File: src/rtl/piso_bit_serializer.sv
`default_nettype none
// ============================================================================
// Module   : piso_bit_serializer
// Purpose  : Parallel-in/serial-out feeder for the serial sequence detector.
//            Optional parity bit when SERIAL_PARITY_EN is defined.
// Revision : 1.0 - initial release
// ============================================================================
module piso_bit_serializer #(
  parameter int unsigned WIDTH      = 8,
  parameter bit          MSB_FIRST  = 1'b1,
  parameter bit          IDLE_BIT   = 1'b1,
  parameter int unsigned GAP_CYCLES = 0
) (
  input  logic             clk,
  input  logic             reset,
  input  logic [WIDTH-1:0] din,
  input  logic             din_valid,
  output logic             din_ready,
  output logic             x_out,
  output logic             x_valid,
  output logic             busy,
  output logic             frame_done
);

  localparam int unsigned c_CW = $clog2(WIDTH + 2);
`ifdef SERIAL_PARITY_EN
  localparam logic [c_CW-1:0] c_FRAME_LEN = c_CW'(WIDTH + 1);
`else
  localparam logic [c_CW-1:0] c_FRAME_LEN = c_CW'(WIDTH);
`endif
  localparam logic [7:0] c_GAP_LAST = (GAP_CYCLES > 0) ? 8'(GAP_CYCLES - 1) : 8'd0;

  typedef enum logic [1:0] {
    S_IDLE  = 2'd0,
    S_SHIFT = 2'd1,
    S_GAP   = 2'd2
  } state_t;

  state_t           r_state;
  logic [c_CW-1:0]  r_cnt;
  logic [7:0]       r_gap;
  logic [WIDTH-1:0] r_shift;

  logic             w_first_bit;
  logic [WIDTH-1:0] w_load_shift;
  logic             w_next_bit;
  logic             w_shift_bit;

  assign w_first_bit  = MSB_FIRST ? din[WIDTH-1] : din[0];
  assign w_load_shift = MSB_FIRST ? (din << 1) : (din >> 1);
  assign w_next_bit   = MSB_FIRST ? r_shift[WIDTH-1] : r_shift[0];

`ifdef SERIAL_PARITY_EN
  logic r_parity;
  // After the last data bit the counter equals WIDTH: that slot carries parity.
  assign w_shift_bit = (r_cnt == c_CW'(WIDTH)) ? r_parity : w_next_bit;
`else
  assign w_shift_bit = w_next_bit;
`endif

  assign din_ready = (r_state == S_IDLE);
  assign busy      = (r_state != S_IDLE);

  always_ff @(posedge clk) begin
    if (reset) begin
      r_state    <= S_IDLE;
      r_cnt      <= '0;
      r_gap      <= 8'd0;
      r_shift    <= '0;
      x_out      <= IDLE_BIT;
      x_valid    <= 1'b0;
      frame_done <= 1'b0;
`ifdef SERIAL_PARITY_EN
      r_parity   <= 1'b0;
`endif
    end else begin
      case (r_state)
        S_IDLE: begin
          frame_done <= 1'b0;
          if (din_valid) begin
            r_shift <= w_load_shift;
            x_out   <= w_first_bit;
            x_valid <= 1'b1;
            r_cnt   <= c_CW'(1);
            r_state <= S_SHIFT;
`ifdef SERIAL_PARITY_EN
            r_parity <= ^din;
`endif
          end else begin
            x_out   <= IDLE_BIT;
            x_valid <= 1'b0;
          end
        end
        S_SHIFT: begin
          if (r_cnt < c_FRAME_LEN) begin
            r_cnt      <= r_cnt + c_CW'(1);
            r_shift    <= MSB_FIRST ? (r_shift << 1) : (r_shift >> 1);
            x_out      <= w_shift_bit;
            frame_done <= ((r_cnt + c_CW'(1)) == c_FRAME_LEN);
          end else begin
            x_out      <= IDLE_BIT;
            x_valid    <= 1'b0;
            frame_done <= 1'b0;
            r_cnt      <= '0;
            if (GAP_CYCLES > 0) begin
              r_gap   <= c_GAP_LAST;
              r_state <= S_GAP;
            end else begin
              r_state <= S_IDLE;
            end
          end
        end
        S_GAP: begin
          if (r_gap == 8'd0) begin
            r_state <= S_IDLE;
          end else begin
            r_gap <= r_gap - 8'd1;
          end
        end
        default: r_state <= S_IDLE;
      endcase
    end
  end

endmodule
`default_nettype wire

File: config.mk
export PLATFORM = sky130hd
export DESIGN_NAME = piso_bit_serializer
export DESIGN_NICKNAME = d
export VERILOG_FILES = /design/src/rtl/piso_bit_serializer.sv
export SDC_FILE = /design/constraint.sdc
export NUM_CORES = 1
export LEC_CHECK = 0
export CELL_PAD_IN_SITES_DETAIL_PLACEMENT = 0
export CELL_PAD_IN_SITES_GLOBAL_PLACEMENT = 1
export CORE_MARGIN = 8
export CORE_UTILIZATION = 35
export CTS_CLUSTER_SIZE = 12
export DETAILED_ROUTE_END_ITERATION = 10
export GPL_ROUTABILITY_DRIVEN = 0
export HOLD_SLACK_MARGIN = 0.03
export PLACE_DENSITY = 0.75
export SLEW_MARGIN = 10
export SYNTH_ARGS = -nofsm -noshare
export SYNTH_HDL_FRONTEND = slang
export SYNTH_SLANG_ARGS = --single-unit
File: constraint.sdc
create_clock -name clk -period 2.35 [get_ports clk]
set_input_delay 0.3525 -clock clk [delete_from_list [all_inputs] [get_ports clk]]
set_output_delay 0.3525 -clock clk [all_outputs]
set_load 0.01 [all_outputs]
* After elaboration in Yosys (flattened, before gate mapping) *
Cells that the tools add are included.

storage, ports and cells
  bits in registers = 25
  logic and storage cells = 45

cells by class
  add/subtract/negate cells = 2
  order comparisons = 1
  equal/unequal tests = 7
  muxes and demuxes = 18
  bitwise operators = 1
  reduce and logical (&&, ||, !) cells = 9

operators with widths
  cell                 number
  $mux 8               2
  $pmux 8 s2           1
  $logic_not 8->1      1
  $mux 4               2
  $ne 2x2->1 const B   4
  $pmux 4 s2           1
  $sub 8x1->8 const B  1
  $mux 2               3
  $pmux 1 s2           3
  $pmux 2 s3           1
  $reduce_and 2->1     3
  $reduce_and 3->1     2
  $mux 1               5
  $add 4x1->4 const B  1
  $eq 4x4->1 const B   1
  $lt 4x4->1 const B   1
  $reduce_bool 2->1    2
  $eq 2x1->1 const B   1
  $eq 2x2->1 const B   1
  $logic_not 2->1      1
  $not 1->1            1

* Depth between registers and ports, before layout *
Gate-level depths: netlist of run 1.

  depth in word-level cells = 4
  depth in mapped cells = 6

* Worst setup path after synthesis of run 1 *
Ideal clock, no wire load.

  path kind = flip-flop to flip-flop
  start point = register r_state[0]
  end point = register r_shift[3]
  arrival time = 1.223 ns
  required time = 2.270 ns
  path slack = 1.047 ns
  cell stages (with the launch flop) = 7
  buffers on the path = 3
  period minus slack after synthesis = 1.303 ns
  cells stage by stage = dfxtp_1 > buf_6 > nor2b_4 > buf_6 > or2_1 > buf_6 > a211oi_2

on the way
  longest elaborated chain between the ends = 3

ends and longest elaborated chain
  item                                                                     line  text
  start: declaration                                                       39    state_t r_state;
  start signal: assignment                                                 66    r_state <= S_IDLE;
  start signal: assignment                                                 85    r_state <= S_SHIFT;
  start signal: assignment                                                 107   r_state <= S_GAP;
  $eq 2x1->1 / $logic_not 2->1 (equally long branches)                     77    case (r_state)
  $ne 2x2->1 (no source line) / $reduce_bool 2->1 (equally long branches)  --
  $reduce_and 3->1 (no source line)                                        --
  end signal: assignment                                                   81    r_shift <= w_load_shift;
  end signal: assignment                                                   97    r_shift <= MSB_FIRST ? (r_shift << 1) : (r_shift >> 1);
  end: declaration                                                         42    logic [WIDTH-1:0] r_shift;

Parallel ways exist; a longest one is shown, timed or not.
A chain may end at the register's enable or synchronous reset.

* Final worst setup path of run 1 *
  start point = register r_state[0]
  end point = output busy

on the way
  longest elaborated chain between the ends = 1

ends and longest elaborated chain
  item               line  text
  $reduce_bool 2->1  62    assign busy = (r_state != S_IDLE);
  end: declaration   21    output logic busy,

Every way passes these cells.

==> results of run 1 <==
## through the flow
stage	instance area [µm²]	setup slack, ns	std cells	power, W	util, %
finish	936	0.423	121	0.000551	44.0
global route	936	0.328	121	0.000585	44.0
CTS	936	0.390	121	0.000560	44.0
detailed placement	908	0.427	117	0.000411	42.7
global placement	908	0.476	117	0.000410	42.7
floorplan	756	1.05	78	0.000374	-
## registers in the layout, summed over array words and instances (netlist names)
| register | count |
|---|---|
| x_out | 1 |
| r_cnt | 4 |
| frame_done | 1 |
| r_state | 1 |
| x_valid | 1 |
| r_shift | 7 |
## final cells by class
type	instances	area share, %
repair buffers	17	17.6
clock inverters	1	0.535
clock buffers	3	2.41
inverters	3	1.20
flip-flops and latches	15	32.1
multi-input cells	54	42.4
well taps	28	3.74
## routing by layer
layer | track usage, % | vias up | part of all wire (%)
met5 | 0 | - | 0
met4 | 5.13 | 0 | 0.77
met3 | 2.69 | 2 | 3.3
met2 | 13.7 | 8 | 45
met1 | 9.18 | 268 | 51
li1 | - | 305 | -
## worst max-delay path by stage
stage | startpoint | end | slack, ns | cells past startpoint
2_1_floorplan | r_state[0] | r_shift[3] | 1.05 | 6
3_3_place_gp | din_valid | r_shift[6] | 0.48 | 4
3_5_place_dp | din_valid | r_shift[3] | 0.43 | 4
4_1_cts | r_state[0] | busy | 0.39 | 1
5_1_grt | r_state[0] | busy | 0.33 | 1
6_report | r_state[0] | busy | 0.42 | 1
## where the power goes
group | switching [W] | internal [W] | total, W
logic | 0.0000510 | 0.0000624 | 0.000113
clock network | 0.0000841 | 0.0000631 | 0.000147
registers | 0.0000170 | 0.000274 | 0.000291
total | 0.000152 | 0.000399 | 0.000551
## cells in the final DEF (no fill, tap or decap)
master,Yosys,layout
a211oi_2,6,6
a21oi_1,4,4
a22oi_1,1,1
and3_1,1,1
buf_4,0,2
clkbuf_4,0,3
clkdlybuf4s50_1,0,15
clkinv_2,0,1
dfxtp_1,15,15
ha_1,3,3
inv_1,3,3
mux2_2,1,1
mux2i_1,6,6
nand2_1,2,2
nand2b_1,1,1
nand3_1,1,1
nand3b_1,1,1
nor2_1,9,9
nor2b_1,1,1
nor2b_4,1,1
nor3_1,7,7
nor3b_1,3,3
nor4_1,1,1
o21ai_0,1,1
o22a_1,1,1
or2_1,1,1
or2_2,1,1
xnor2_1,1,1
## cell families after synthesis
logic type	after synthesis	synth area share, %
AO/OA/AOI/OAI	13	15.4
XOR/XNOR	1	1.16
multiplexers	7	9.44
AND/OR/NAND/NOR	30	21.5
adder cells (fa/ha/maj)	3	4.97
buffers and inverters	9	7.78
flip-flops	15	39.7
==> flow_summary.json, run 1 <==
{
  "netlist_top_cells_count": "15 x dfxtp_1, 9 x nor2_1, 7 x nor3_1, 6 x a211oi_2, 6 x mux2i_1",
  "cts_num_sinks": 15,
  "nNetsFinal": 108,
  "period_share_pct": 82.0,
  "path_delay_family": "flip-flops",
  "post_drt_wl_per_cell_um": 12.9,
  "rsz0062_at_grt": "no",
  "place.detailed.hpwl_um": 1150,
  "cpPeakStageDelay_ns": 0.65,
  "synth_edf_count": 0,
  "worstPathArrival_ns": 1.57,
  "ant_nets": 0,
  "netlist.area_leader.share_pct": 39.7,
  "synthCells": 78,
  "synth.most_common_cell": "dfxtp_1",
  "reg2reg_from": "r_state[0]",
  "cts-root-buf": "clkbuf_4",
  "synth_ff_type": "dfxtp_1",
  "end_kind": "output port",
  "synth_area_leaders": "dfxtp_1 40%, a211oi_2 9.9%, mux2i_1 7.9%",
  "worstPathCellList": "clkdlybuf4s50_1",
  "die-area_mm2": 0.00390,
  "syn_nets": 92,
  "fill_cells": 222,
  "grt_pass1_wl_um": 2720,
  "criticalPathCategory": "reg2out",
  "ys_ff_latch": 15,
  "required_ns": 2.00,
  "htreeDepth": 1,
  "worst-path-buf-inv": 1,
  "slew_violations": 0,
  "start_kind": "flop",
  "drt_pass1_iterations": 3,
  "cts-resized-gates": 0,
  "clock_latency_ns": 0.28,
  "antenna_found_initial": 0,
  "drt_wl_total_um": 1570,
  "tritoncts": "built",
  "final_layout_size_suffix_gt1_share_pct": 16.1,
  "initial_utilization_pct": 35.5,
  "holdPathEnd": "x_valid",
  "antenna_cells": 0,
  "clock_skew_ns": 0.0101,
  "die_w_um": 62.5,
  "row_count": 17,
  "whs_ns": 0.498,
  "fmax_mhz": 519,
  "multi_input_area_um2": 397,
  "fin_setup_tns_ns": 0,
  "cts_inserted_buffers": 3,
  "finalHoldViolCount": 0,
  "ff2ff_setup_slack_ns": 0.68,
  "drt_iter0_drc": 6,
  "maxCapViolations": 0,
  "worst_r2r_path_depth": 4,
  "viasPerCell": 4.82,
  "ff_latch_area_um2": 300,
  "grtUsageTotal_pct": 8.37,
  "peakVddDrop_v": 0.000326,
  "tightest_slew_ns": 0.649,
  "ios": 16,
  "relSlewSlack_pct": 56.6,
  "hold_class": "reg2reg",
  "setup_viol": 0,
  "critPathMaxFanout": 11,
  "vias": 583,
  "rr_endpoint": "r_shift[3]",
  "min_period_ns": 1.93,
  "grt-ovfl-total": 0,
  "synth_cell_type_count": 27,
  "drc_errors": 0,
  "syn_area_per_cell_um2": 9.69,
  "synth-async-reset-ratio_pct": 0,
  "cts_buffer_depth": 2,
  "cellPowerDensity_mw_per_mm2": 589,
  "seq_area_frac_synth_pct": 39.7,
  "grt_max_degree": 16,
  "min_path_cells": 2,
  "core_mm2": 0.00213,
  "area_growth_pct": 23.8,
  "hold_buffers": 0,
  "first_global_vias": 601,
  "min_from": "x_valid",
  "die_h_um": 62.5,
  "path_clk_slew_ns": 0.10,
  "yosysTopAreaCell": "dfxtp_1",
  "yosysWarnings": 0,
  "slowest_stage": "dfxtp_1",
  "power.leakage_nw": 0.352,
  "io_buffers": 15,
  "outcome": "finished clean",
  "syn_area_um2": 756,
  "post-cts-setup-buffers": 0
}
Note: power is estimated with default switching activity, not from simulation.
==> run 2: changes to the inputs <==
Clock period 2.35 ns to 1.8 ns, I/O delays scaled along.
==> run 2 against run 1 <==
Effect of this change: worst hold slack gained 0.0047 ns; final cell count is 2.5% higher; clock power up 32%; global-route usage grew 0.49 points; critical endpoint unchanged.
==> flow_summary.json, run 2 (synthesized netlist as in run 1, its figures left out) <==
{
  "outcome": "finished clean",
  "die-area_mm2": 0.00390,
  "antenna_found_initial": 0,
  "required_ns": 1.53,
  "place.detailed.hpwl_um": 1220,
  "criticalPathCategory": "reg2out",
  "grt_pass1_wl_um": 2960,
  "min_period_ns": 1.58,
  "period_share_pct": 87.5,
  "drc_errors": 0,
  "slew_violations": 0,
  "die_h_um": 62.5,
  "drt_iter0_drc": 4,
  "cp-startpoint": "r_state[0]",
  "nNetsFinal": 111,
  "post_drt_wl_per_cell_um": 13.2,
  "final_layout_size_suffix_gt1_share_pct": 17.7,
  "vias": 605,
  "ff_latch_area_um2": 300,
  "reg.largest.list": "r_shift (7), r_cnt (4)",
  "cts-root-buf": "clkbuf_4",
  "tritoncts": "built",
  "grt-ovfl-total": 0,
  "hold_buffers": 0,
  "htreeDepth": 1,
  "critPathMaxFanout": 5,
  "slowest_stage": "clkdlybuf4s50_1",
  "clock_latency_ns": 0.28,
  "min_from": "x_valid",
  "cpPeakStageDelay_ns": 0.58,
  "tightest_slew_ns": 0.324,
  "relSlewSlack_pct": 78.3,
  "die_w_um": 62.5,
  "grtUsageTotal_pct": 8.86,
  "power.leakage_nw": 0.364,
  "grt_max_degree": 12,
  "path_delay_family": "buffers and inverters",
  "initial_utilization_pct": 35.5,
  "worstPathCellList": "clkdlybuf4s50_1",
  "drt_wl_total_um": 1630,
  "worstPathArrival_ns": 1.31,
  "first_global_vias": 658,
  "largest_reg_flops": 7,
  "ios": 16,
  "post-cts-setup-buffers": 0,
  "row_count": 17,
  "setup_viol": 0,
  "cts-resized-gates": 0,
  "postPlaceCellArea_um2": 931,
  "drt_pass1_iterations": 2,
  "peakVddDrop_v": 0.000375,
  "cts_num_sinks": 15,
  "rsz0062_at_grt": "no",
  "ant_nets": 0,
  "reg2reg_from": "r_state[0]",
  "multi_input_area_um2": 397,
  "clock_skew_ns": 0.00859,
  "final_cell_mix": "15 x dfxtp_1, 15 x clkdlybuf4s50_1, 9 x nor2_1",
  "worst-path-buf-inv": 1,
  "fin_setup_tns_ns": 0,
  "start_kind": "flop",
  "area_growth_pct": 26.7,
  "fill_cells": 227,
  "fmax_mhz": 635,
  "fin_area_um2": 957,
  "viasPerCell": 4.88,
  "cts_inserted_buffers": 3,
  "whs_ns": 0.503,
  "hold_class": "reg2reg",
  "cts_buffer_depth": 2,
  "antenna_cells": 0,
  "finalHoldViolCount": 0,
  "core_mm2": 0.00213,
  "regMostFlops": "r_shift",
  "end_kind": "output port",
  "maxCapViolations": 0,
  "path_clk_slew_ns": 0.08,
  "io_buffers": 15,
  "cellPowerDensity_mw_per_mm2": 761
}
-- run 2: final cells by class --
cell class | count | area share, %
Timing Repair Buffer | 20 | 19.6
Multi-Input combinational cell | 54 | 41.4
Sequential cell | 15 | 31.4
Inverter | 3 | 1.18
Tap cell | 28 | 3.66
Clock buffer | 4 | 2.75
-- run 2: final timing paths --
path                      to  slack [ns]  cells past startpoint
hold / removal       x_valid        0.50                      2
setup reg to reg  r_shift[6]        0.41                      4
hold reg to reg      x_valid        0.50                      2
setup / recovery        busy        0.22                      1
-- run 2: report_power, final --
| group | internal (W) | switching (W) | total (W) |
|---|---|---|---|
| combinational | 0.0000864 | 0.0000739 | 0.000160 |
| clock | 0.0000859 | 0.000108 | 0.000194 |
| sequential | 0.000357 | 0.0000169 | 0.000374 |
-- run 2: metal layers --
metal | vias up | track usage [%] | wire length [µm]
met1 | 286 | 9.53 | 764
met5 | - | 0 | 0
met2 | 8 | 15.8 | 805
li1 | 309 | - | -
met3 | 2 | 2.69 | 55
met4 | 0 | 3.42 | 7
-- run 2: metrics by stage --
stage / setup slack (ns) / cells / util [%] / power (W)
3_3_place_gp: 0.249 / 120 / 43.8 / 0.000541
2_1_floorplan: 0.497 / 78 / - / 0.000489
5_1_grt: 0.152 / 124 / 45.0 / 0.000762
4_1_cts: 0.201 / 124 / 45.0 / 0.000736
3_5_place_dp: 0.226 / 120 / 43.8 / 0.000545
6_report: 0.224 / 124 / 45.0 / 0.000728
==> run 3: changes to the inputs <==
Settings changed: GPL_TIMING_DRIVEN set to 0.
==> run 3 against run 2 <==
Effect of this change: power increased by 0.10%; critical path type unchanged; register-to-register slack about the same; first-iteration DRC count grew to 2.8 times the previous value; wire length down 7.0%.
==> flow_summary.json, run 3 (synthesized netlist as in run 1, its figures left out) <==
{
  "outcome": "finished clean",
  "clock_skew_ns": 0.000659,
  "drt_wl_total_um": 1520,
  "required_ns": 1.53,
  "fin_setup_tns_ns": 0,
  "worstPathCellList": "buf_6 > inv_1 > clkdlybuf4s50_1",
  "grt-ovfl-total": 0,
  "finalHoldViolCount": 0,
  "hold_class": "reg2reg",
  "grt_max_degree": 19,
  "regMostFlops": "r_shift",
  "die_h_um": 62.5,
  "worstPathArrival_ns": 1.39,
  "largest_reg_flops": 7,
  "period_share_pct": 92.0,
  "peakVddDrop_v": 0.000359,
  "grt.met1_usage_pct": 9.52,
  "slew_violations": 0,
  "initial_utilization_pct": 35.5,
  "instances_no_fill": 124,
  "place_inst": 121,
  "final_layout_size_suffix_gt1_share_pct": 17.7,
  "post_drt_wl_per_cell_um": 12.2,
  "path_clk_slew_ns": 0.09,
  "slowest_stage": "clkdlybuf4s50_1",
  "htreeDepth": 1,
  "rsz0062_at_grt": "no",
  "grtUsageTotal_pct": 8.57,
  "relSlewSlack_pct": 61.2,
  "ios": 16,
  "cts-root-buf": "clkbuf_4",
  "power.total_w": 0.000729,
  "hold_buffers": 0,
  "min_period_ns": 1.66,
  "cts_buffer_depth": 2,
  "cts_num_sinks": 15,
  "core_mm2": 0.00213,
  "start_kind": "flop",
  "drt_iter0_drc": 11,
  "tightest_slew_ns": 0.582,
  "power.leakage_nw": 0.366,
  "ff2ff_setup_slack_ns": 0.42,
  "place.detailed.hpwl_um": 1170,
  "vias": 595,
  "cpPeakStageDelay_ns": 0.53,
  "antenna_found_initial": 0,
  "tritoncts": "built",
  "drt_pass1_iterations": 4,
  "ant_nets": 0,
  "nNetsFinal": 111,
  "cellPowerDensity_mw_per_mm2": 756,
  "cts-resized-gates": 0,
  "grt_pass1_wl_um": 2770,
  "critPathMaxFanout": 18,
  "whs_ns": 0.497,
  "post-route-util_pct": 45.3,
  "die_w_um": 62.5,
  "viasPerCell": 4.80,
  "io_buffers": 15,
  "clock_latency_ns": 0.28,
  "grt-busiest-layer": "met2",
  "criticalPathCategory": "reg2out",
  "first_global_vias": 629,
  "maxCapViolations": 0,
  "row_count": 17,
  "setup_viol": 0,
  "die-area_mm2": 0.00390,
  "drc_errors": 0,
  "cts_inserted_buffers": 3,
  "area_growth_pct": 27.5,
  "end_kind": "output port",
  "final_cell_mix": "15 x dfxtp_1, 15 x clkdlybuf4s50_1, 9 x nor2_1",
  "reg.largest.list": "r_shift (7), r_cnt (4)",
  "fmax_mhz": 604,
  "grt_util_met3_pct": 2.87,
  "met2_usage_pct": 13.8,
  "antenna_cells": 0
}
-- run 3: critical path: cells and delay by family, from the launching register on --
kind,cells,cell delay (ns)
flip-flops,1,0.33
buffers and inverters,3,0.77
-- run 3: repair_timing --
item                                    CTS  global route
endpoints found under the hold margin     0             0
endpoints found under the setup margin    1             0
setup buffers                             0             0
-- run 3: final timing paths --
path	end	depth (start not counted)	start
min	x_valid	2	x_valid
min reg2reg	x_valid	2	x_valid
max	din_ready	3	r_state[0]
max reg2reg	r_shift[7]	6	r_state[0]
-- run 3: layout make-up --
class,count,area (µm²)
Timing Repair Buffer,15,150
Clock inverter,1,5.00
Tap cell,28,35.0
Fill cell,231,1160
Sequential cell,15,300
Buffer,5,42.5
Clock buffer,3,22.5
Inverter,3,11.3
Multi-Input combinational cell,54,397
-- run 3: per-layer routing --
metal  vias to the layer above  wire length, µm
li1                        311                -
met1                       274              685
met2                         8              751
met3                         2               68
met4                         0               12
met5                         -                0
-- run 3: metrics by stage --
step                setup WS, ns  area (µm²)
finish                     0.143         963
global route              0.0376         963
CTS                        0.116         963
detailed placement        0.0471         941
global placement          0.0471         941
floorplan                  0.497         756
-- run 3: where the power goes --
part	internal, W	switching [W]	total [W]
registers	0.000357	0.0000144	0.000372
clock network	0.0000823	0.000109	0.000191
logic	0.0000900	0.0000758	0.000166
total	0.000530	0.000199	0.000729
